<file path="src/rtl/uart_tx_arbiter.sv">
// Two-requester UART transmitter: round-robin arbitration in IDLE, then one
// 8N1 frame (start, 8 data bits LSB first, stop) at FREQ_DIV clocks per bit.
`ifndef UART_FREQ_DIV
`define UART_FREQ_DIV 4
`endif

module uart_tx_arbiter #(
    parameter int FREQ_DIV = `UART_FREQ_DIV
) (
    input  logic       clk,
    input  logic       rst,
    input  logic       req0_valid,
    input  logic [7:0] req0_data,
    output logic       req0_ready,
    input  logic       req1_valid,
    input  logic [7:0] req1_data,
    output logic       req1_ready,
    output logic       txd,
    output logic       busy,
    output logic       grant_id,
    output logic       frame_done
);

    localparam int DIV_W = (FREQ_DIV > 2) ? $clog2(FREQ_DIV) : 1;
    localparam logic [DIV_W-1:0] DIV_LAST = DIV_W'(FREQ_DIV - 1);

    typedef enum logic [1:0] {
        ST_IDLE,
        ST_START,
        ST_DATA,
        ST_STOP
    } state_t;

    state_t           state_q, state_d;
    logic [7:0]       shift_q, shift_d;
    logic [2:0]       bit_cnt_q, bit_cnt_d;
    logic [DIV_W-1:0] div_cnt_q, div_cnt_d;
    logic             last_grant_q, last_grant_d;
    logic             grant_id_q, grant_id_d;
    logic             txd_q, txd_d;
    logic             busy_q, busy_d;
    logic             frame_done_q, frame_done_d;

    logic             win;
    logic [7:0]       win_data;
    logic             accept;
    logic             bit_end;

    // With both requesters waiting, the one not served last time wins.
    always_comb begin
        if (req0_valid && req1_valid) begin
            win = ~last_grant_q;
        end else begin
            win = req1_valid;
        end
        win_data = win ? req1_data : req0_data;
        accept   = (state_q == ST_IDLE) && (req0_valid || req1_valid) && !rst;
        bit_end  = (div_cnt_q == DIV_LAST);
    end

    assign req0_ready = accept && !win;
    assign req1_ready = accept && win;

    // NOTE: every variable gets its hold value first, so no path through the
    // case statement can leave one unassigned and infer a latch.
    always_comb begin
        state_d      = state_q;
        shift_d      = shift_q;
        bit_cnt_d    = bit_cnt_q;
        div_cnt_d    = div_cnt_q;
        last_grant_d = last_grant_q;
        grant_id_d   = grant_id_q;

        unique case (state_q)
            ST_IDLE: begin
                if (accept) begin
                    shift_d      = win_data;
                    grant_id_d   = win;
                    last_grant_d = win;
                    bit_cnt_d    = 3'd0;
                    div_cnt_d    = '0;
                    state_d      = ST_START;
                end
            end
            ST_START: begin
                if (bit_end) begin
                    div_cnt_d = '0;
                    state_d   = ST_DATA;
                end else begin
                    div_cnt_d = div_cnt_q + DIV_W'(1);
                end
            end
            ST_DATA: begin
                if (bit_end) begin
                    div_cnt_d = '0;
                    shift_d   = {1'b0, shift_q[7:1]};
                    bit_cnt_d = bit_cnt_q + 3'd1;
                    if (bit_cnt_q == 3'd7) begin
                        state_d = ST_STOP;
                    end
                end else begin
                    div_cnt_d = div_cnt_q + DIV_W'(1);
                end
            end
            ST_STOP: begin
                if (bit_end) begin
                    div_cnt_d = '0;
                    state_d   = ST_IDLE;
                end else begin
                    div_cnt_d = div_cnt_q + DIV_W'(1);
                end
            end
            default: state_d = ST_IDLE;
        endcase

        // Registered outputs are derived from the next state so the line
        // changes on the same edge the state does.
        txd_d        = 1'b1;
        if (state_d == ST_START) begin
            txd_d = 1'b0;
        end else if (state_d == ST_DATA) begin
            txd_d = shift_d[0];
        end
        busy_d       = (state_d != ST_IDLE);
        frame_done_d = (state_d == ST_STOP) && (div_cnt_d == DIV_LAST);
    end

    // NOTE: sequential state uses non-blocking assignments so every register
    // samples the pre-edge values regardless of statement order.
    always_ff @(posedge clk or posedge rst) begin
        if (rst) begin
            state_q      <= ST_IDLE;
            shift_q      <= 8'd0;
            bit_cnt_q    <= 3'd0;
            div_cnt_q    <= '0;
            last_grant_q <= 1'b1;
            grant_id_q   <= 1'b0;
            txd_q        <= 1'b1;
            busy_q       <= 1'b0;
            frame_done_q <= 1'b0;
        end else begin
            state_q      <= state_d;
            shift_q      <= shift_d;
            bit_cnt_q    <= bit_cnt_d;
            div_cnt_q    <= div_cnt_d;
            last_grant_q <= last_grant_d;
            grant_id_q   <= grant_id_d;
            txd_q        <= txd_d;
            busy_q       <= busy_d;
            frame_done_q <= frame_done_d;
        end
    end

    assign txd        = txd_q;
    assign busy       = busy_q;
    assign grant_id   = grant_id_q;
    assign frame_done = frame_done_q;

endmodule

</file>
<file path="config.mk">
export PLATFORM = sky130hd
export DESIGN_NAME = uart_tx_arbiter
export DESIGN_NICKNAME = d
export VERILOG_FILES = /design/src/rtl/uart_tx_arbiter.sv
export SDC_FILE = /design/constraint.sdc
export NUM_CORES = 1
export LEC_CHECK = 0
export ABC_CLOCK_PERIOD_IN_PS = 1900
export CAP_MARGIN = 20
export CORE_MARGIN = 3
export CORE_UTILIZATION = 48
export CTS_CLUSTER_DIAMETER = 120
export DETAILED_ROUTE_END_ITERATION = 6
export GPL_ROUTABILITY_DRIVEN = 0
export GPL_TIMING_DRIVEN = 0
export MAX_ROUTING_LAYER = met4
export PLACE_DENSITY = 0.8
export SLEW_MARGIN = 10
export SYNTH_ARGS = -nofsm -noshare
export SYNTH_HDL_FRONTEND = slang
export SYNTH_SLANG_ARGS = --single-unit
</file>
<file path="constraint.sdc">
create_clock -name clk -period 1.9 [get_ports clk]
set_input_delay 0.285 -clock clk [delete_from_list [all_inputs] [get_ports clk]]
set_output_delay 0.285 -clock clk [all_outputs]
set_load 0.01 [all_outputs]
</file>
==> impl_metrics.ini <==
[die]
die_x_um = 53.4
io_pins = 26
die_h_um = 53.4
die_area_sq_um = 2850
coreArea_sq_um = 2040
rows = 16
start_util_pct = 52.9

[placed_design]
port_buffers = 25
preCtsSetupSlack_ns = -0.272
dp.cells = 159
dp.final_hpwl_um = 1800
place_area_sq_um = 1360

[critical_path]
cp-start-kind = flip-flop
critPathMaxStageDelay_ns = 0.42
crit_path_end_kind = output pin
crit_chain = buf_6 > nor3_4 > and3_4 > buf_6 > buf_2
crit_family = buffers and inverters
path_max_fanout = 10
slowest_stage = dfrtp_1
crit_type = flip-flop to output pin
cp.required_ns = 1.62
cp_common_cell = buf_6
crit_arrival_ns = 1.49
cp_num_buf_inv = 3

[sta]
max_freq_mhz = 563
fin_ws_ns = 0.123
worst_pin_slew_ns = 0.732
finalSetupViolations = 0
hold_slack_ns = 0.516
skew_ns = 0.00516
min_period_ns = 1.78
setup_tns_ns = 0
rsz0062_at_grt = no
finalMaxSlewViolations = 0
relSlewSlack_pct = 51.2
finalCritPeriodShare_pct = 93.5
finalHoldViolCount = 0

[power_and_ir_drop]
p_leak_nw = 0.594
power_mw = 1.95
vdd_drop_max_mv = 0.690
power_density_nw_per_um2 = 1390

[yosys]
synth_cell_types = 40
ys.flop_type = dfrtp_1
ys_seq_area_share_pct = 46.6
postSynthAreaPerCell_sq_um = 10.1
ys_async_sr_fraction_pct = 100
synth_enable_flop_cells = 0
ys_ff_latch = 20
syn-num-nets = 130
syn_area_sq_um = 1080
syn-instance-count = 107
yosysWarnings = 0

[cts]
cts_num_sinks = 20
h-tree-depth = 1
postCtsSetupBuffers = 0
cts_root_buf = clkbuf_4
cts_buffers = 3
cts_buffer_depth = 2
hold_buffers = 0
cts.clk_slew.worst_paths_ns = 0.12
cts_tree = done
clock_latency_ns = 0.30

[detailed_routing]
drtAntennaViolNets = 0
routed_via_density = 5.84
drtIter0Drc = 40
drc = 0
routedWlPerCell_um = 14.6
dr.pass1.iters = 5
vias = 952
drt-total-wl_um = 2380

[layout]
multi_input_area_sq_um = 500
diodes = 0
nets = 160
fillerInstances = 171
syn_to_final_growth_pct = 29.8
layout_commonest_cell = clkdlybuf4s50_1
ff_latch_area_sq_um = 503
final_util_pct = 68.6
final_cell_mix = clkdlybuf4s50_1 (23), dfrtp_1 (18), a21oi_1 (14)
fin_area_sq_um = 1400
layout-drive-gt1-share_pct = 17.6
final_cells = 163

[flow_run]
maxCapViolations = 0

[grt]
track_usage_pct = 20.7
gr-total-overflow = 0
grt_max_degree = 21
grt_pass1_wl_um = 4200
antenna_found_initial = 0
grt_pass1_vias = 978

[run_status]
status = completed

[min_path]
hold_class = primary input to asynchronous set/reset pin
==> worst paths after layout <==
| path | start | to | slack, ns | cells past startpoint |
|---|---|---|---|---|
| setup / recovery | state_q[0] | req0_ready | 0.12 | 5 |
| hold / removal | rst | bit_cnt_q[0] | 0.52 | 2 |
| setup reg to reg | div_cnt_q[0] | shift_q[3] | 0.13 | 6 |
| min in group clk | last_grant_q | last_grant_q | 0.52 | 2 |
| hold reg to reg | last_grant_q | last_grant_q | 0.52 | 2 |
| max in group asynchronous | rst | div_cnt_q[1] | 0.92 | 2 |
==> registers in the layout (all words and copies together) (netlist names), 2 cells and up <==
register   flops
shift_q        8
bit_cnt_q      3
div_cnt_q      2
state_q        2
==> power by group <==
group / total (mW) / internal (mW) / switching, mW
combinational: 0.937 / 0.450 / 0.487
sequential: 0.762 / 0.636 / 0.126
clock: 0.250 / 0.117 / 0.133
==> layout make-up <==
class                   instances  share of cell area (%)
flip-flops and latches         20                    35.9
multi-input cells              73                    35.7
repair buffers                 25                    17.1
plain buffers                   8                    4.64
clock buffers                   4                    2.59
well taps                      27                    2.41
inverters                       6                    1.61
==> Yosys cell counts, types with 3 or more instances <==
cell,instances,share of area (%)
a21oi_1,14,6.5
a222oi_1,6,5.6
buf_6,4,4.2
dfrtp_1,18,42
ha_1,3,3.5
inv_1,5,1.7
nand2_1,9,3.1
nor2_1,5,1.7
o21ai_0,5,2.3
==> logic make-up after synthesis <==
| logic type | share of synthesized area (%) |
|---|---|
| xor+xnor | 0.811 |
| buf+inv | 8.11 |
| flops | 46.6 |
| simple gates | 15.1 |
| mux | 1.04 |
| compound gates | 24.9 |
| fa+ha+maj | 3.48 |
==> layer usage <==
metal  wire length [um]  up-vias  GRT usage, %
met2               1220       30          36.5
met3                108        7          1.69
met1               1000      465          23.3
met5                  0        -             -
li1                   -      450             -
met4                 48        0          9.79
==> what timing repair did <==
| action | CTS | global route |
|---|---|---|
| gates resized for setup | 6 | 3 |
| pin swaps | 0 | 1 |
| endpoints found under the setup margin | 2 | 2 |
Note: power is estimated with default switching activity, not from simulation.
